===== src/rtl/opi_phy_pkg.sv =====
// Shared OPI PHY constants: byte-lane order for the cnt0..cnt3 byte slots
// (also used by the TX gearbox) and the receive FIFO depth.
package opi_phy_pkg;

  typedef enum logic [1:0] {
    CNT0 = 2'd0,
    CNT1 = 2'd1,
    CNT2 = 2'd2,
    CNT3 = 2'd3
  } cnt_e;

  // Byte-lane index (lane N occupies bits [8N+7:8N]) for each byte slot
  localparam logic [1:0] LANE_CNT0 = 2'd1;
  localparam logic [1:0] LANE_CNT1 = 2'd0;
  localparam logic [1:0] LANE_CNT2 = 2'd3;
  localparam logic [1:0] LANE_CNT3 = 2'd2;

  localparam int FIFO_DEPTH = 2;

  function automatic logic [1:0] lane_of(cnt_e c);
    logic [1:0] lane;
    case (c)
      CNT0:    lane = LANE_CNT0;
      CNT1:    lane = LANE_CNT1;
      CNT2:    lane = LANE_CNT2;
      default: lane = LANE_CNT3;
    endcase
    return lane;
  endfunction

  function automatic logic [31:0] place_byte(logic [31:0] word, logic [1:0] lane,
                                             logic [7:0] b);
    logic [31:0] w;
    w = word;
    case (lane)
      2'd0:    w[7:0]   = b;
      2'd1:    w[15:8]  = b;
      2'd2:    w[23:16] = b;
      default: w[31:24] = b;
    endcase
    return w;
  endfunction

endpackage


===== src/rtl/opi_rx_fifo2.sv =====
// Two-entry FIFO for assembled receive words ({lo16b, dout}); a push while
// full is accepted only when a pop frees a slot in the same cycle.
module opi_rx_fifo2
  import opi_phy_pkg::*;
(
  input  logic        clkin,
  input  logic        reset_n,
  input  logic        clr,
  input  logic        push,
  input  logic        pop,
  input  logic [32:0] wdata,
  output logic [32:0] rdata,
  output logic        full,
  output logic        empty
);

  logic [32:0] mem_q [FIFO_DEPTH];
  logic [32:0] mem_d [FIFO_DEPTH];
  logic        wr_ptr_q, wr_ptr_d;
  logic        rd_ptr_q, rd_ptr_d;
  logic [1:0]  count_q, count_d;
  logic        do_push, do_pop;

  assign full    = (count_q == 2'(FIFO_DEPTH));
  assign empty   = (count_q == 2'd0);
  assign rdata   = mem_q[rd_ptr_q];
  assign do_pop  = pop && !empty;
  assign do_push = push && (!full || do_pop);

  always_comb begin
    mem_d    = mem_q;
    wr_ptr_d = wr_ptr_q;
    rd_ptr_d = rd_ptr_q;
    count_d  = count_q;
    if (clr) begin
      wr_ptr_d = 1'b0;
      rd_ptr_d = 1'b0;
      count_d  = 2'd0;
    end else begin
      if (do_push) begin
        mem_d[wr_ptr_q] = wdata;
        wr_ptr_d        = !wr_ptr_q;
      end
      if (do_pop) begin
        rd_ptr_d = !rd_ptr_q;
      end
      case ({do_push, do_pop})
        2'b10:   count_d = count_q + 2'd1;
        2'b01:   count_d = count_q - 2'd1;
        default: count_d = count_q;
      endcase
    end
  end

  always_ff @(posedge clkin or negedge reset_n) begin
    if (!reset_n) begin
      for (int i = 0; i < FIFO_DEPTH; i++) mem_q[i] <= '0;
      wr_ptr_q <= 1'b0;
      rd_ptr_q <= 1'b0;
      count_q  <= 2'd0;
    end else begin
      mem_q    <= mem_d;
      wr_ptr_q <= wr_ptr_d;
      rd_ptr_q <= rd_ptr_d;
      count_q  <= count_d;
    end
  end

endmodule


===== src/rtl/gear_8b_32b.sv =====
// OPI receive gearbox: packs received bytes into 32-bit words (or 16-bit
// half words on short bursts) and queues them in a 2-entry output FIFO.
module gear_8b_32b
  import opi_phy_pkg::*;
(
  input  logic        clkin,
  input  logic        reset_n,
  input  logic        ie,
  input  logic [7:0]  din,
  input  logic        last,
  input  logic        clr,
  input  logic        rdy,
  output logic        valid,
  output logic [31:0] dout,
  output logic        lo16b,
  output logic        odd_err,
  output logic        overrun
);

  cnt_e        cnt_q, cnt_d;
  logic [31:0] asm_q, asm_d;
  logic        odd_err_q, odd_err_d;
  logic        overrun_q, overrun_d;

  logic        push;
  logic [32:0] push_data;
  logic        pop;
  logic [32:0] head;
  logic        fifo_full, fifo_empty;
  logic [31:0] merged;

  assign merged = place_byte(asm_q, lane_of(cnt_q), din);
  assign pop    = valid && rdy;

  always_comb begin
    cnt_d     = cnt_q;
    asm_d     = asm_q;
    odd_err_d = 1'b0;
    push      = 1'b0;
    push_data = '0;
    if (clr) begin
      cnt_d = CNT0;
      asm_d = '0;
    end else if (ie) begin
      cnt_d = cnt_e'(cnt_q + 2'd1);
      asm_d = merged;
      case (cnt_q)
        CNT0: begin
          if (last) odd_err_d = 1'b1;
        end
        CNT1: begin
          if (last) begin
            push      = 1'b1;
            push_data = {1'b1, 16'h0, merged[15:0]};
          end
        end
        CNT2: begin
          // A trailing third byte cannot form a half word, so it is dropped
          if (last) begin
            push      = 1'b1;
            push_data = {1'b1, 16'h0, asm_q[15:0]};
            odd_err_d = 1'b1;
          end
        end
        default: begin
          push      = 1'b1;
          push_data = {1'b0, merged};
        end
      endcase
      if (last || cnt_q == CNT3) begin
        cnt_d = CNT0;
        asm_d = '0;
      end
    end
  end

  always_comb begin
    overrun_d = overrun_q;
    if (clr) begin
      overrun_d = 1'b0;
    end else if (push && fifo_full && !pop) begin
      overrun_d = 1'b1;
    end
  end

  always_ff @(posedge clkin or negedge reset_n) begin
    if (!reset_n) begin
      cnt_q     <= CNT0;
      asm_q     <= '0;
      odd_err_q <= 1'b0;
      overrun_q <= 1'b0;
    end else begin
      cnt_q     <= cnt_d;
      asm_q     <= asm_d;
      odd_err_q <= odd_err_d;
      overrun_q <= overrun_d;
    end
  end

  opi_rx_fifo2 u_fifo (
    .clkin   (clkin),
    .reset_n (reset_n),
    .clr     (clr),
    .push    (push),
    .pop     (pop),
    .wdata   (push_data),
    .rdata   (head),
    .full    (fifo_full),
    .empty   (fifo_empty)
  );

  assign valid   = !fifo_empty;
  assign dout    = valid ? head[31:0] : 32'h0;
  assign lo16b   = valid && head[32];
  assign odd_err = odd_err_q;
  assign overrun = overrun_q;

endmodule


===== config.mk =====
export PLATFORM = sky130hd
export DESIGN_NAME = gear_8b_32b
export DESIGN_NICKNAME = d
export VERILOG_FILES = /design/src/rtl/opi_phy_pkg.sv /design/src/rtl/opi_rx_fifo2.sv /design/src/rtl/gear_8b_32b.sv
export SDC_FILE = /design/constraint.sdc
export NUM_CORES = 1
export LEC_CHECK = 0
export ABC_CLOCK_PERIOD_IN_PS = 2550
export CORE_ASPECT_RATIO = 1.1
export CORE_UTILIZATION = 40
export DETAILED_ROUTE_END_ITERATION = 6
export HOLD_SLACK_MARGIN = 0.08
export SETUP_SLACK_MARGIN = 0.15
export SYNTH_ARGS = -nofsm -noshare
export SYNTH_HDL_FRONTEND = slang
export SYNTH_HIERARCHICAL = 1
export SYNTH_SLANG_ARGS = --single-unit
export TNS_END_PERCENT = 1

===== constraint.sdc =====
create_clock -name clkin -period 2.55 [get_ports clkin]
set_input_delay 0.255 -clock clkin [delete_from_list [all_inputs] [get_ports clkin]]
set_output_delay 0.255 -clock clkin [all_outputs]
set_load 0.05 [all_outputs]

# [After elaboration in Yosys (flattened, before gate mapping)]
# Cells that the tools add are included.
# Widths: inputs -> output; s select.
[op_classes] n_addsub=3 order_cmp=3 eq_ne=8 mux=38 n_bitwise=3 n_reduce_logical=26
[op_table] op="$mux 33" n=8
[op_table] op="$mux 32" n=4
[op_table] op="$pmux 33 s3" n=1
[op_table] op="$bwmux 66" n=1
[op_table] op="$demux 33 s1" n=1
[op_table] op="$mux 8" n=4
[op_table] op="$mux 1" n=12
[op_table] op="$eq 2x2->1 const B" n=5
[op_table] op="$mux 2" n=4
[op_table] op="$reduce_bool 2->1" n=4
[op_table] op="$logic_and 1x1->1" n=7
[op_table] op="$eq 2x1->1 const B" n=3
[op_table] op="$logic_not 2->1" n=3
[op_table] op="$pmux 2 s3" n=1
[op_table] op="$logic_not 1->1" n=5
[op_table] op="$add 2x1->2 const B" n=2
[op_table] op="$ge 2x2->1 const B" n=2
[op_table] op="$not 1->2" n=2
[op_table] op="$pmux 2 s2" n=1
[op_table] op="$reduce_or 2->1" n=2
[op_table] op="$reduce_bool 3->1" n=1
[op_table] op="$reduce_or 3->1" n=1
[op_table] op="$logic_or 1x1->1" n=2
[op_table] op="$lt 2x1->1 const B" n=1
[op_table] op="other kinds (4)" n=4
[word_totals] regBits=106 inputBits=14 out_inout_bits=36 elab_cells=90

# [Longest topological paths before layout]
# Gate-level depths: netlist of the first run.
[logic_depth] depth_word=9 depth_mapped=9

# [By module]
# Netlist of the first run, hierarchy kept.
[modules_own_cells] mod="opi_rx_fifo2" n_inst=1 cells_each=201 area_each_um2=3215.6
[modules_own_cells] mod="gear_8b_32b" n_inst=1 cells_each=199 area_each_um2=1880.6

# [Worst setup path before layout of the first run]
# Ideal clock, no wire load.
[synth_path] kind="reg2reg" startpoint="register cnt_q[0]" endpoint="register u_fifo/mem_q[37] in the netlist's numbering" arrival_ns=2.234 required_ns=2.425 path_slack_ns=0.191 path_stages_with_launch=10 n_path_buf=2 period_less_slack_ns=2.359 cell_sequence="dfrtp_1 > inv_1 > ha_1 > nor2_1 > a21oi_1 > nor2_1 > or4b_1 > buf_6 > buf_12 > mux2_4"
[synth_lines] element="start: declaration" line="gear_8b_32b.sv:20" source="cnt_e cnt_q, cnt_d;"
[synth_lines] element="start signal: assignment" line="gear_8b_32b.sv:93" source="cnt_q <= cnt_d;"
[synth_lines] element="$eq 2x2->1 / $eq 2x1->1 (equally long branches)" line="gear_8b_32b.sv:47" source="case (cnt_q)"
[synth_lines] element="$reduce_or 2->1 (no line)"
[synth_lines] element="$pmux 1 s2 (*)" line="gear_8b_32b.sv:47"
[synth_lines] element="$mux 1 (*)" line="gear_8b_32b.sv:44" source="end else if (ie) begin"
[synth_lines] element="$mux 1 (*)" line="gear_8b_32b.sv:41" source="if (clr) begin"
[synth_lines] element="via push" line="gear_8b_32b.sv:25" source="logic push;"
[synth_lines] element="$logic_and 1x1->1 (*)" line="opi_rx_fifo2.sv:28" source="assign do_push = push && (!full || do_pop);"
[synth_lines] element="$reduce_and 2->1 (no line) (*)"
[synth_lines] element="end signal: assignment" line="opi_rx_fifo2.sv:62" source="mem_q <= mem_d;"
[synth_lines] element="end: declaration" line="opi_rx_fifo2.sv:17" source="logic [32:0] mem_q [FIFO_DEPTH];"
# Mark *: on every way through the listed nets, which the timed path passes. The rest lies on a longest branch.
# A chain may end at the register's enable or synchronous reset.

# [Worst setup path in the final report of the first run]
[layout_path] startpoint="register cnt_q[0]" endpoint="register u_fifo/mem_q[12] in the netlist's numbering"
# Same word-level chain as after synthesis.

==> run_results.csv, run 1 <==
group,metric,value,unit
floorplanning,dieArea,13200,sq um
power,ir_drop,0.489,mV
clock_network,clk_pin_slew_worst_paths,0.07,ns
floorplanning,die_h,120,microns
timing,slew_violations,0,
worst_setup_path,r2r_end,"u_fifo/mem_q[12]$_DFFE_PN0P_",
route,viasPerCell,5.34,
synth,ys_warn_count,6,
timing,period_share,0.898,
timing,skew,0.00777,ns
timing,rsz0062_at_grt,"false",
timing,max_freq,437,MHz
synth,syn_inst,400,
worst_setup_path,r2r_cells,11,
floorplanning,initial_utilization,0.416,
power,sw_frac_of_total,0.219,
timing,final.setup.tns,0,ns
power,p_comb_frac,0.065,
synth,ys_seq_area_frac,0.481,
clock_network,cts-buffers-inserted,9,
worst_setup_path,r2r_start,"cnt_q[0]$_DFFE_PN0P_",
route,ant_nets,0,
layout,diodes,0,
timing,relSlewSlack,0.561,
power,leakagePower,3.05,nW
power,powerDensity,513,nW/um^2
worst_setup_path,path_class,"flip-flop to flip-flop",
route,wire_per_inst,18.7,microns
power,switchingPower,0.741,mW
worst_setup_path,cp_data_arrival_time,2.51,ns
worst_setup_path,cp-start-kind,"flip-flop",
synth,netlist_area,5100,sq um
flow_run,cap_violations,0,
power,cellInternalPower,2.64,mW
global_route,grt_pass1_vias,3416,
layout,synthToLayoutAreaGrowth,29.3,%
route,wirelength,11600,microns
floorplanning,core-area,12200,sq um
placed_design,post-dp-hpwl,7380,microns
synth,syn-num-nets,419,
route,drt_iter0_drc,148,
placed_design,routabilityCongestion,0.744,
layout,fin_area,6590,sq um
global_route,grt_pass1_wl,18200,microns
floorplanning,ioPinCount,50,
synth,synth.avg_cell_area,12.7,sq um
clock_network,ctsLongestPathBuffers,2,
global_route,grt.overflow.total,0,
layout,drive_above_1_share,0.397,
clock_network,clockRootBuffer,"clkbuf_16",
power,p_clk_frac,0.468,
route,drcViolationCount,0,
timing,finalSetupViolations,0,
worst_setup_path,r2r_slack,0.26,ns
hold_path,holdCritPathClass,"input pin to async pin",
synth,synth.distinct_cells,38,
clock_network,htree_levels,3,
placed_design,post_dp_cell_area,6100,sq um
route,firstDrtPassIters,4,
synth,ys_seq_elements,98,
clock_network,cts_sinks,98,
global_route,track_usage,0.183,
timing,tightest_slew,0.659,ns
worst_setup_path,critical_path_peak_fanout,8,
placed_design,io_buffers,49,
worst_setup_path,endpoint_kind,"flip-flop",
layout,fin_nets,482,
power,seqPwrFrac,0.467,
clock_network,clk_latency,0.34,ns
route,vias,3324,
global_route,grt_max_degree,54,
floorplanning,core.rowCount,42,
status,status,"completed",
worst_setup_path,cp.required,2.77,ns
clock_network,cts_tree,"yes",
timing,period_needed,2.29,ns
floorplanning,die_w,110,microns
global_route,grt_antenna_before_repair,0,
timing,hold_slack,0.466,ns
timing,final-hold-violation-count,0,
-- layout make-up --
type | count | area (sq um)
inverters | 4 | 15.0
repair buffers | 75 | 1080
fillers | 1040 | 5660
multi-input cells | 275 | 2500
clock buffers | 10 | 239
clock inverters | 6 | 113
flip-flops and latches | 98 | 2450
well taps | 154 | 193
-- worst max path at each step --
stage	endpoint	from	slack [ns]	depth (start not counted)
global route	u_fifo/mem_q[32]$_DFFE_PN0P_	cnt_q[0]$_DFFE_PN0P_	0.10	11
CTS	u_fifo/mem_q[8]$_DFFE_PN0P_	cnt_q[0]$_DFFE_PN0P_	0.30	10
floorplan	u_fifo/mem_q[37]$_DFFE_PN0P_	cnt_q[0]$_DFFE_PN0P_	0.19	9
finish	u_fifo/mem_q[12]$_DFFE_PN0P_	cnt_q[0]$_DFFE_PN0P_	0.26	11
detailed placement	u_fifo/mem_q[44]$_DFFE_PN0P_	ie	0.04	6
global placement	u_fifo/mem_q[44]$_DFFE_PN0P_	ie	0.07	6
-- cell usage after synthesis --
| cell | count | share of area |
|---|---|---|
| o22a_1 | 1 | 0.0017 |
| buf_2 | 4 | 0.0039 |
| nand3_1 | 1 | 0.00098 |
| o21ai_0 | 10 | 0.0098 |
| ha_1 | 5 | 0.012 |
| mux2_2 | 70 | 0.15 |
| o21a_1 | 1 | 0.0015 |
| dfrtp_1 | 98 | 0.48 |
| or2b_1 | 1 | 0.0015 |
| buf_1 | 1 | 0.00074 |
| nor2_1 | 17 | 0.013 |
| and3_1 | 11 | 0.014 |
| xor2_1 | 1 | 0.0017 |
| or2_1 | 1 | 0.0012 |
| nand2_1 | 14 | 0.010 |
| nor2b_1 | 38 | 0.047 |
| o41ai_2 | 1 | 0.0032 |
| buf_6 | 2 | 0.0044 |
| a22o_1 | 32 | 0.055 |
| nor3_1 | 2 | 0.0020 |
| or4b_1 | 1 | 0.0020 |
| mux2i_1 | 9 | 0.018 |
| inv_1 | 4 | 0.0029 |
| buf_12 | 3 | 0.012 |
| nand2b_1 | 4 | 0.0049 |
| clkbuf_2 | 1 | 0.00098 |
| o31ai_4 | 3 | 0.013 |
| mux2_4 | 29 | 0.085 |
| nor3b_2 | 2 | 0.0049 |
| or2_2 | 1 | 0.0012 |
| a21oi_1 | 13 | 0.013 |
| and2b_1 | 1 | 0.0015 |
| a211oi_1 | 2 | 0.0029 |
| clkbuf_1 | 12 | 0.0088 |
| nor3_2 | 1 | 0.0020 |
| and3b_1 | 1 | 0.0017 |
| or3b_1 | 1 | 0.0017 |
| o32ai_4 | 1 | 0.0054 |
-- placed cells by master (no fill, tap or decap), types with 2 or more instances in the layout --
| cell type | synthesis | layout |
|---|---|---|
| inv_1 | 4 | 4 |
| o31ai_4 | 3 | 3 |
| nor3b_2 | 2 | 2 |
| bufinv_16 | 0 | 3 |
| buf_6 | 2 | 4 |
| buf_12 | 3 | 34 |
| nor3_1 | 2 | 2 |
| clkbuf_16 | 0 | 11 |
| clkdlybuf4s50_1 | 0 | 15 |
| o21ai_0 | 10 | 10 |
| a211oi_1 | 2 | 2 |
| a21oi_1 | 13 | 13 |
| mux2i_1 | 9 | 9 |
| a22o_1 | 32 | 32 |
| dfrtp_1 | 98 | 98 |
| nand2_1 | 14 | 14 |
| ha_1 | 5 | 4 |
| nor2b_1 | 38 | 38 |
| and3_1 | 11 | 11 |
| buf_4 | 0 | 19 |
| nor2_1 | 17 | 16 |
| mux2_2 | 70 | 70 |
| mux2_4 | 29 | 29 |
| nand2b_1 | 4 | 4 |
-- through the flow --
| step | setup slack [ns] | std cells | power (mW) | util |
|---|---|---|---|---|
| final | 0.261 | 622 | 3.38 | 0.538 |
| after global routing | 0.101 | 622 | 3.52 | 0.538 |
| after CTS | 0.297 | 614 | 3.43 | 0.528 |
| after detailed placement | 0.0398 | 597 | 1.82 | 0.498 |
| after global placement | 0.0669 | 597 | 1.82 | 0.498 |
| after floorplan | 0.191 | 400 | 1.71 | - |
-- power by group through the flow --
| stage | Clock, mW | Combinational (mW) | Sequential [mW] |
|---|---|---|---|
| final | 1.58 | 0.219 | 1.58 |
| after global routing | 1.70 | 0.240 | 1.58 |
| after CTS | 1.63 | 0.217 | 1.58 |
| after detailed placement | 0 | 0.215 | 1.61 |
| after global placement | 0 | 0.212 | 1.61 |
| after floorplan | 0 | 0.104 | 1.61 |
-- cells by family (layout without fill, tap and decap cells) --
family                     count (synthesis)  after routing  synth area share
AOI/OAI and AO/OA                         64             64             0.105
DFF                                       98             98             0.481
xor gates and xnor gates                   1              1           0.00172
buffers and inverters                     27             95            0.0336
adders and majority gates                  5              5            0.0123
muxes                                    108            108             0.258
and+or+nand+nor                           97             97             0.109
-- repair_timing --
action                                  4_1_cts  5_1_grt
hold buffers                                  1        0
buffers inserted                              0        5
hold endpoints to repair                     45        0
resized for setup                             2        3
pin swaps                                     0        2
endpoints found under the setup margin       21       41
gates cloned                                  0        3
-- critical path, cell delays in order, from the launching register on --
cell	delay [ns]
dfrtp_1	0.39
inv_1	0.17
ha_4	0.23
nor2_1	0.08
a21oi_1	0.07
nor2_1	0.14
buf_4	0.13
nand2_1	0.08
nor3_4	0.21
buf_6	0.16
clkbuf_16	0.17
mux2_2	0.33
-- registers in the layout (all words and copies together), names as in the netlist --
name	count
overrun	1
u_fifo/rd_ptr_q	1
odd_err	1
u_fifo/count_q	2
u_fifo/mem_q	66
asm_q	24
cnt_q	2
u_fifo/wr_ptr_q	1
-- layer usage --
| metal | part of all wire | GRT usage | vias to the layer above |
|---|---|---|---|
| met5 | 0 | 0 | - |
| met1 | 0.48 | 0.251 | 1688 |
| met4 | 0.013 | 0.0542 | 0 |
| li1 | - | - | 1555 |
| met2 | 0.47 | 0.286 | 73 |
| met3 | 0.041 | 0.0420 | 8 |
No activity file was read; power rests on OpenSTA's default activity.
==> run 2, diff against run 1 <==
CORE_ASPECT_RATIO = 0.6   (was 1.1)
==> run_results.csv, run 2 (same netlist as run 1, synthesis figures left out) <==
group,metric,value,unit
status,status,"completed",
worst_setup_path,cp-start-kind,"flip-flop",
timing,period_needed,2.30,ns
global_route,grt.overflow.total,0,
layout,synthToLayoutAreaGrowth,25.7,%
global_route,grt_pass1_wl,18800,microns
timing,skew,0.00953,ns
floorplanning,ioPinCount,50,
timing,relSlewSlack,0.604,
timing,max_freq,434,MHz
timing,final-hold-violation-count,0,
clock_network,clk_latency,0.35,ns
worst_setup_path,critical_path_peak_fanout,33,
power,leakagePower,2.98,nW
power,ir_drop,0.364,mV
clock_network,cts_sinks,98,
route,drcViolationCount,0,
global_route,grt_max_degree,47,
placed_design,routabilityCongestion,0.767,
global_route,grt_antenna_before_repair,0,
timing,period_share,0.903,
layout,reg.largest.list,"u_fifo/mem_q (66), asm_q (24)",
route,drt_iter0_drc,176,
worst_setup_path,r2r_end,"u_fifo/mem_q[10]$_DFFE_PN0P_",
layout,drive_above_1_share,0.383,
worst_setup_path,cp_data_arrival_time,2.53,ns
layout,final_common_cell,"dfrtp_1",
global_route,track_usage,0.188,
placed_design,post_dp_cell_area,6100,sq um
layout,fin_area,6400,sq um
worst_setup_path,cp-startpoint,"cnt_q[0]$_DFFE_PN0P_",
placed_design,dp_cells,609,
timing,tightest_slew,0.593,ns
placed_design,io_buffers,49,
floorplanning,initial_utilization,0.417,
layout,diodes,0,
global_route,grt_pass1_vias,3481,
layout,largest_register_ffs,66,
placed_design,post-dp-hpwl,7610,microns
layout,multi_input_area,2480,sq um
floorplanning,die_w,148,microns
route,vias,3310,
clock_network,cts_tree,"yes",
floorplanning,dieArea,13200,sq um
route,ant_nets,0,
worst_setup_path,r2r_cells,10,
hold_path,holdCritPathClass,"input pin to async pin",
timing,finalSetupViolations,0,
layout,final_cell_mix,"dfrtp_1 (98), mux2_2 (70), nor2b_1 (38)",
layout,seqCellArea,2450,sq um
clock_network,ctsLongestPathBuffers,2,
layout,final_cell_count_no_fill,624,
route,firstDrtPassIters,4,
worst_setup_path,r2r_slack,0.25,ns
timing,final.setup.tns,0,ns
timing,rsz0062_at_grt,"true",
floorplanning,core-area,12200,sq um
clock_network,clk_pin_slew_worst_paths,0.07,ns
floorplanning,die_h,89.4,microns
layout,fin_nets,475,
clock_network,htree_levels,3,
flow_run,cap_violations,0,
route,wirelength,11400,microns
timing,slew_violations,0,
worst_setup_path,path_class,"flip-flop to flip-flop",
floorplanning,core.rowCount,31,
worst_setup_path,endpoint_kind,"flip-flop",
route,wire_per_inst,18.2,microns
clock_network,cts-buffers-inserted,9,
layout,top_register,"u_fifo/mem_q",
worst_setup_path,r2r_start,"cnt_q[0]$_DFFE_PN0P_",
power,powerDensity,493,nW/um^2
worst_setup_path,cp.required,2.78,ns
route,viasPerCell,5.30,
layout,final_util,0.524,
clock_network,clockRootBuffer,"clkbuf_16",
layout,fillers,1045,
## run 2: cell type report
type                            instances  share of cell area
Multi-Input combinational cell        275               0.388
Sequential cell                        98               0.383
Timing Repair Buffer                   68               0.149
Clock buffer                           10              0.0373
Tap cell                              165              0.0322
Clock inverter                          4             0.00821
Inverter                                4             0.00234
## run 2: worst max-delay path by stage
stage / endpoint / slack [ns] / cells after the start
floorplan: u_fifo/mem_q[37]$_DFFE_PN0P_ / 0.19 / 9
global placement: u_fifo/mem_q[45]$_DFFE_PN0P_ / 0.05 / 6
detailed placement: u_fifo/mem_q[43]$_DFFE_PN0P_ / 0.04 / 6
CTS: valid / 0.16 / 4
global route: u_fifo/mem_q[6]$_DFFE_PN0P_ / 0.11 / 10
finish: u_fifo/mem_q[10]$_DFFE_PN0P_ / 0.25 / 10
## run 2: per-layer routing
metal / global-route usage / vias to the layer above / share of wire
met3: 0.0393 / 8 / 0.040
met4: 0.0525 / 0 / 0.011
li1: - / 1541 / -
met5: 0 / - / 0
met2: 0.289 / 59 / 0.43
met1: 0.269 / 1702 / 0.52
## run 2: worst max-delay path, cell delays in order (launching register included)
cell and delay, ns:
dfrtp_1 0.41, inv_1 0.08, ha_1 0.32, nor2_1 0.10, a21oi_1 0.08, nor2_1 0.14
buf_4 0.16, nand2_1 0.09, nor3_4 0.16, buf_12 0.26, mux2_2 0.37
## run 2: repair_timing
action                                  in CTS  in global routing
setup buffers                                0                  0
resized for setup                            1                  1
hold buffers                                 1                  0
endpoints found under the setup margin      33                 34
endpoints found under the hold margin       28                  0
## run 2: report_power, final
| part | internal (mW) | switching (mW) |
|---|---|---|
| Sequential | 1.57 | 0.0104 |
| Clock | 0.780 | 0.576 |
| Combinational | 0.0824 | 0.138 |
| Total | 2.43 | 0.724 |
## run 2: per-stage QoR
| stage | power [mW] | hold WS, ns | worst slack [ns] |
|---|---|---|---|
| after floorplan | 1.71 | -0.0406 | 0.191 |
| after global placement | 1.82 | 0.206 | 0.0547 |
| after detailed placement | 1.83 | 0.218 | 0.0437 |
| after CTS | 3.19 | 0.390 | 0.164 |
| after global routing | 3.28 | 0.413 | 0.115 |
| final | 3.16 | 0.380 | 0.247 |
==> run 3, diff against run 2 <==
GPL_TIMING_DRIVEN = 0   (was default)
==> run_results.csv, run 3 (same netlist as run 1, synthesis figures left out) <==
group,metric,value,unit
worst_setup_path,endpoint_kind,"flip-flop",
route,vias,3351,
route,wirelength,11700,microns
clock_network,cts-buffers-inserted,9,
floorplanning,ioPinCount,50,
layout,diodes,0,
layout,reg.largest.list,"u_fifo/mem_q (66), asm_q (24)",
layout,final_common_cell,"dfrtp_1",
power,leakagePower,3.09,nW
layout,seqCellArea,2450,sq um
clock_network,clk_pin_slew_worst_paths,0.07,ns
clock_network,clockRootBuffer,"clkbuf_16",
clock_network,clk_latency,0.34,ns
worst_setup_path,critical_path_peak_fanout,10,
global_route,grt_max_degree,62,
floorplanning,core-area,12200,sq um
global_route,grt_antenna_before_repair,0,
clock_network,htree_levels,3,
hold_path,holdCritPathClass,"input pin to flip-flop",
placed_design,post-dp-hpwl,8190,microns
placed_design,routabilityCongestion,0.802,
layout,fillers,1061,
worst_setup_path,cp_data_arrival_time,2.72,ns
power,ir_drop,0.319,mV
layout,synthToLayoutAreaGrowth,21.4,%
layout,largest_register_ffs,66,
floorplanning,initial_utilization,0.417,
worst_setup_path,cp-start-kind,"input pin",
route,wire_per_inst,18.5,microns
placed_design,dp_slack,-1.11,ns
global_route,grt.overflow.total,0,
timing,finalSetupViolations,0,
global_route,track_usage,0.191,
timing,max_freq,401,MHz
layout,fin_nets,484,
layout,top_register,"u_fifo/mem_q",
route,drcViolationCount,0,
floorplanning,core.rowCount,31,
timing,setup_ws,0.0541,ns
status,status,"completed",
global_route,grt_pass1_wl,19000,microns
clock_network,ctsLongestPathBuffers,2,
timing,slew_violations,0,
timing,hold_slack,0.316,ns
layout,drive_above_1_share,0.340,
layout,multi_input_area,2500,sq um
timing,final.setup.tns,0,ns
floorplanning,die_w,148,microns
clock_network,cts_sinks,98,
layout,final_cell_mix,"dfrtp_1 (98), mux2_2 (70), nor2b_1 (37)",
flow_run,cap_violations,0,
worst_setup_path,cp.required,2.77,ns
route,drt_iter0_drc,210,
timing,final-hold-violation-count,0,
route,firstDrtPassIters,4,
worst_setup_path,path_class,"input pin to flip-flop",
power,powerDensity,530,nW/um^2
placed_design,io_buffers,49,
floorplanning,dieArea,13200,sq um
timing,period_needed,2.50,ns
timing,tightest_slew,0.548,ns
layout,final_util,0.506,
floorplanning,die_h,89.4,microns
route,ant_nets,0,
timing,relSlewSlack,0.633,
global_route,grt_pass1_vias,3461,
clock_network,cts_tree,"yes",
timing,rsz0062_at_grt,"true",
timing,skew,0.00667,ns
timing,period_share,0.979,
route,viasPerCell,5.28,
-- run 3: power breakdown --
part / internal (mW) / leakage [nW] / switching (mW)
Sequential: 1.57 / 1.37 / 0.0106
Clock: 0.888 / 0.159 / 0.591
Combinational: 0.0786 / 1.57 / 0.140
-- run 3: timing repair --
action / CTS / global route
pin swaps: 2 / 1
resized for setup: 44 / 29
endpoints found under the hold margin: 37 / 0
endpoints found under the setup margin: 101 / 85
hold buffers: 1 / 0
buffers inserted: 3 / 0
-- run 3: area by class of cell --
class,instances,area share
Inverter,4,0.00243
Clock buffer,10,0.0386
Multi-Input combinational cell,275,0.404
Timing Repair Buffer,54,0.0813
Buffer,23,0.0291
Tap cell,165,0.0334
Sequential cell,98,0.396
Clock inverter,6,0.0146
-- run 3: per-layer routing --
metal,track usage,routed length [microns]
met5,0,0
met4,0.0450,132
met3,0.0372,504
met2,0.288,4830
met1,0.283,6280
-- run 3: critical path, stage by stage --
cell and delay (ns):
dlygate4sd2_1 0.39, buf_6 0.23, or2b_1 0.29, buf_2 0.22
nor2_2 0.21, or4b_4 0.49, buf_6 0.17, buf_12 0.16
mux2_4 0.30
-- run 3: stage by stage --
stage	total power [mW]	instances	area, sq um
detailed placement	1.82	615	5820
global route	3.39	635	6190
CTS	3.31	635	6180
floorplan	1.71	400	5100
finish	3.28	635	6190
global placement	1.81	614	5790
-- run 3: final timing paths --
path / startpoint / to / slack [ns] / cells after the start
setup reg to reg: cnt_q[0]$_DFFE_PN0P_ / u_fifo/mem_q[65]$_DFFE_PN0P_ / 0.10 / 9
setup / recovery: clr / u_fifo/mem_q[65]$_DFFE_PN0P_ / 0.05 / 9
hold reg to reg: asm_q[6]$_DFFE_PN0P_ / asm_q[6]$_DFFE_PN0P_ / 0.50 / 1
max in group asynchronous: reset_n / overrun$_DFFE_PN0P_ / 1.44 / 3
hold / removal: ie / cnt_q[0]$_DFFE_PN0P_ / 0.32 / 3
min in group asynchronous: reset_n / u_fifo/mem_q[41]$_DFFE_PN0P_ / 0.42 / 2
==> patch 1 (flow settings as in run 1) <==
Set the package constant `FIFO_DEPTH` to 1 (it was 2).
--- a/src/rtl/opi_phy_pkg.sv
+++ b/src/rtl/opi_phy_pkg.sv
@@ -15,7 +15,7 @@
   localparam logic [1:0] LANE_CNT2 = 2'd3;
   localparam logic [1:0] LANE_CNT3 = 2'd2;
 
-  localparam int FIFO_DEPTH = 2;
+  localparam int FIFO_DEPTH = 1;
 
   function automatic logic [1:0] lane_of(cnt_e c);
     logic [1:0] lane;
Formal check against the unedited RTL: not equivalent (a bounded check fails within 10 cycles, from zero or initial values and one cycle with reset_n low).
==> patch 1 against run 1 <==
Final area fell by 35%. Area after synthesis fell by 32%. Wire length fell by 34%. Sequential cell count fell by 34. Die area fell by 31%. Final cell count fell by 24%. Worst setup slack improved by 0.15 ns. Power fell by 26%. First-iteration DRC count rose by 2.7%. Clock skew fell by 0.0040 ns. Fmax rose by 7.1%.
==> patch 1: results (changes against run 1) <==
metric;value;unit;change
fillers;794;;-24%
setup_slack;0.413;ns;+0.152 ns
vias;2431;;-27%
drt_iter0_markers;152;;+2.7%
grt_use_total;18.0;%;-0.24 points
cp_max_fo;12;;+4
r2r-end;u_fifo/mem_q[26];;
grt_pass1_wl;12.6;mm;-31%
synth.avg_cell_area;11.9;um2;-6.9%
status;complete, no violations;;
drive_above_1_share;30.4;%;-9.4 points
ir_worst_vdd;0.254;mV;-48%
ys_top_cells_by_count;dfrtp_1, nor2b_1, a22o_1, mux2_4, nor2_1;;
wirelength;7.72;mm;-34%
root_buffer;clkbuf_8;;
reg.largest.list;u_fifo/mem_q (33), asm_q (24);;
routed-wl-met2;3.58;mm;-35%
layout.nets;375;;-22%
dp_hpwl;5.32;mm;-28%
grt_max_degree;26;;-52%
place_inst;453;;-24%
fin_skew;0.00375;ns;-0.00403 ns
switching_power;721;uW;-2.6%
cts_resized;0;;-2
drt-wirelength-per-cell;16.4;um;-12%
synthTopCellsByArea;dfrtp_1, mux2_4, a22o_1, nor2b_1, ha_1;;
cp_data_arrival_time;2.37;ns;-0.14 ns
synth_cell_types;39;;+2.6%
reg2reg_depth;9;;-2
wl_met3;310;um;-35%
[patch 1: changes by cell type in the layout (fill, tap and decap cells not counted), sizes merged, moves of 2 or more]
| cell | before | now |
|---|---|---|
| a211oi | 2 | 0 |
| buf | 57 | 49 |
| ha | 5 | 7 |
| inv | 5 | 8 |
| dfrtp | 98 | 64 |
| mux2 | 99 | 33 |
| nor2b | 38 | 36 |
[patch 1: layout make-up]
cell class | instances | area, um2 | area share [%]
well taps | 111 | 139 | 3.25
flip-flops and latches | 64 | 1600 | 37.5
clock buffers | 11 | 151 | 3.55
clock inverters | 5 | 78.8 | 1.85
repair buffers | 64 | 528 | 12.4
multi-input cells | 207 | 1740 | 40.8
inverters | 8 | 30.0 | 0.703
[patch 1: power by group through the flow]
| stage | Sequential, uW | Clock (uW) | Combinational, uW |
|---|---|---|---|
| after floorplan | 1070 | 0 | 288 |
| after global routing | 1060 | 1050 | 500 |
| final | 1050 | 1000 | 451 |
| after CTS | 1050 | 1020 | 461 |
| after global placement | 1070 | 0 | 452 |
| after detailed placement | 1070 | 0 | 458 |
[patch 1: through the flow]
step	power [uW]	area (um2)
floorplan	1360	3490
global placement	1530	4030
detailed placement	1530	4030
CTS	2530	4270
global route	2610	4270
finish	2510	4270
[patch 1: metal layers]
layer  vias to the layer above  GRT usage, %
met4                         0          8.79
met3                        12          2.58
met5                         -             0
met2                        59          28.5
li1                       1167             -
met1                      1193          24.5
[patch 1: worst min-delay path by stage]
stage | start | to | slack, ns | cells after the start
CTS | reset_n | u_fifo/mem_q[9] | 0.46 | 2
finish | reset_n | u_fifo/mem_q[10] | 0.44 | 2
floorplan | reset_n | asm_q[0] | -0.04 | 0
detailed placement | reset_n | u_fifo/mem_q[10] | 0.29 | 1
global route | reset_n | u_fifo/mem_q[10] | 0.49 | 2
global placement | reset_n | u_fifo/mem_q[6] | 0.28 | 1
[patch 1: worst max-delay path, cell delays in order, from the launching register on]
cell and delay, ns:
dfrtp_1 0.40, inv_1 0.11, ha_1 0.33, a21oi_1 0.24
nor2_1 0.08, inv_1 0.15, a21oi_4 0.06, nand2_4 0.08
buf_4 0.24, mux2_4 0.33
[patch 1: cells by family (layout without fill, tap and decap cells)]
group                    after synthesis  count (layout)  share of synthesized area (%)
multiplexers                          41              41                           16.2
buffers and inverters                 23              88                           4.16
AO/OA/AOI/OAI                         64              64                           15.6
flip-flops                            64              64                           45.9
AND/OR/NAND/NOR                       94              94                           15.4
XOR/XNOR                               1               1                          0.251
adder cells (fa/ha/maj)                7               7                           2.51
[patch 1: timing repair]
item	4_1_cts	5_1_grt
hold buffers	1	0
buffers inserted	0	0
endpoints found under the hold margin	23	0
==> patch 2 (flow settings as in run 1) <==
Made on the original files. Put one more register stage on the output `overrun`, cleared by the reset. The value now appears one clock later. The other outputs are not delayed to match.
--- a/src/rtl/gear_8b_32b.sv
+++ b/src/rtl/gear_8b_32b.sv
@@ -113,7 +113,13 @@
   assign dout    = valid ? head[31:0] : 32'h0;
   assign lo16b   = valid && head[32];
   assign odd_err = odd_err_q;
-  assign overrun = overrun_q;
+  always_ff @(posedge clkin or negedge reset_n) begin
+    if (!reset_n) begin
+      overrun <= '0;
+    end else begin
+      overrun <= overrun_q;
+    end
+  end
 
 endmodule
 
Function: no difference found for any inputs over 4 cycles, from zero or initial values and one cycle with reset_n low; that may be too few to reach the edited logic, so the function may still have changed.
==> patch 2 against run 1 <==
Worst setup slack gained 0.026 ns. Final area shrank 1.8%. Critical endpoint is now u_fifo/mem_q[50]. Die area is 0.48% higher. Wire length fell by 6.5%. Largest cell class unchanged. Area after synthesis rose by 0.49%. Core utilization down 0.97 points. Sequential cell count is 1 higher. Clock power decreased by 18%. Power shrank 8.2%. Non-clock buffer count is 4 lower.
==> patch 2: results (changes against run 1) <==
metric;value;unit;change
cts_made_buffers;9;;unchanged
cpLargestDelayFamily;simple AND/OR/NAND/NOR gates;;
antenna_cells;0;;unchanged
ys_seq_area_share;48.4;%;+0.25 points
wirelength;10.9;mm;-6.5%
synth_cells;401;;+0.25%
cts_buffer_depth;2;;unchanged
first_global_vias;3433;;+0.50%
cp_max_fo;17;;+9
htree_levels;3;;unchanged
ys_top_cells_by_count;dfrtp_1, mux2_2, nor2b_1, a22o_1, mux2_4;;
viasPerCell;5.38;;+0.73%
grt_use_total;18.4;%;+0.13 points
cp_slowest_cell;or4b_4;;
place_inst;599;;+0.34%
syn2layout_area_growth;26.3;%;
dp_hpwl;7.32;mm;-0.94%
async_flop_share;100;%;unchanged
clkSlewWorstSetupHoldPaths;0.07;ns;about the same
root_buffer;clkbuf_16;;
place.gp.congestion;0.788;;+5.8%
antenna_found_initial;0;;unchanged
slowest_delay;0.55;ns;+0.16 ns
synthTopCellsByArea;dfrtp_1, mux2_2, mux2_4, a22o_1, nor2b_1;;
preCtsSetupSlack;0.0493;ns;+0.00957 ns
fillers;1060;;+1.9%
min-delay-path-class;reg2reg;;
yosys_warnings;6;;unchanged
leakage;0.00299;uW;-1.9%
grt_pass1_wl;18.3;mm;+0.64%
grt_max_degree;50;;-7.4%
vias;3332;;+0.24%
synth_fp_nets;420;;+0.24%
reg.largest.list;u_fifo/mem_q (66), asm_q (24);;
first_pass_iters;4;;unchanged
synth_cell_types;38;;unchanged
worstSkewPairLatency;0.35;ns;
tightest_slew;0.676;ns;+0.0166 ns
layout.nets;479;;-0.62%
status;complete, no violations;;
drt_iter0_markers;144;;-2.7%
portBuffers;49;;unchanged
cp_data_arrival_time;2.49;ns;-0.02 ns
ir_worst_vdd;0.297;mV;-39%
drive_above_1_share;38.9;%;-0.82 points
fin_skew;0.00789;ns;+0.000116 ns
patch 2: final cells by class:
| type | instances | share of cell area (%) |
|---|---|---|
| Timing Repair Buffer | 71 | 15.7 |
| Clock buffer | 11 | 3.75 |
| Clock inverter | 5 | 0.580 |
| Tap cell | 154 | 2.98 |
| Sequential cell | 99 | 38.3 |
| Inverter | 4 | 0.232 |
| Multi-Input combinational cell | 275 | 38.4 |
patch 2: worst register-to-register path: stages (launching register included):
cell     delay (ns)
dfrtp_1        0.36
inv_2          0.06
ha_1           0.32
nor2_1         0.10
a21oi_1        0.07
nor2_1         0.16
or4b_4         0.55
buf_12         0.21
mux2_4         0.32
patch 2: final timing paths:
| check | cells after the start | slack (ns) | to | from |
|---|---|---|---|---|
| setup / recovery | 8 | 0.29 | u_fifo/mem_q[50] | cnt_q[0] |
| hold / removal | 0 | 0.42 | overrun | overrun_q |
| setup reg to reg | 8 | 0.29 | u_fifo/mem_q[50] | cnt_q[0] |
| hold reg to reg | 0 | 0.42 | overrun | overrun_q |
| max in group asynchronous | 3 | 1.39 | u_fifo/mem_q[62] | reset_n |
| min in group asynchronous | 2 | 0.48 | u_fifo/mem_q[54] | reset_n |
patch 2: power by group:
part / switching, uW / internal [uW]
Clock: 598 / 692
Sequential: 9.27 / 1580
Combinational: 135 / 82.5
patch 2: kinds of logic (layout without fill, tap and decap cells):
logic type	count (synthesis)	in the layout	share of synthesized area, %
and+or+nand+nor	97	97	10.8
DFF	99	99	48.4
adders and majority gates	5	5	1.22
AOI/OAI and AO/OA	64	64	10.4
buffers and inverters	27	91	3.35
muxes	108	108	25.7
xor gates and xnor gates	1	1	0.171
patch 2: repair_timing:
action	4_1_cts	5_1_grt
resized for setup	1	2
setup buffers	1	1
pin swaps	0	1
endpoints found under the hold margin	47	0
gates cloned	1	0
endpoints found under the setup margin	33	16
hold buffers	1	0
patch 2: metrics by stage:
step                      cell area (um2)  util, %
after floorplan                      5120        -
after global placement               6130     50.1
after detailed placement             6130     50.1
after CTS                            6470     52.8
after global routing                 6470     52.8
final                                6470     52.8
patch 2: routing by layer:
layer | vias up | routed length, um | GRT usage, %
met5 | - | 0 | 0
met4 | 0 | 184 | 6.75
met3 | 11 | 411 | 2.53
met2 | 71 | 5170 | 28.6
met1 | 1699 | 5120 | 26.0
li1 | 1551 | - | -
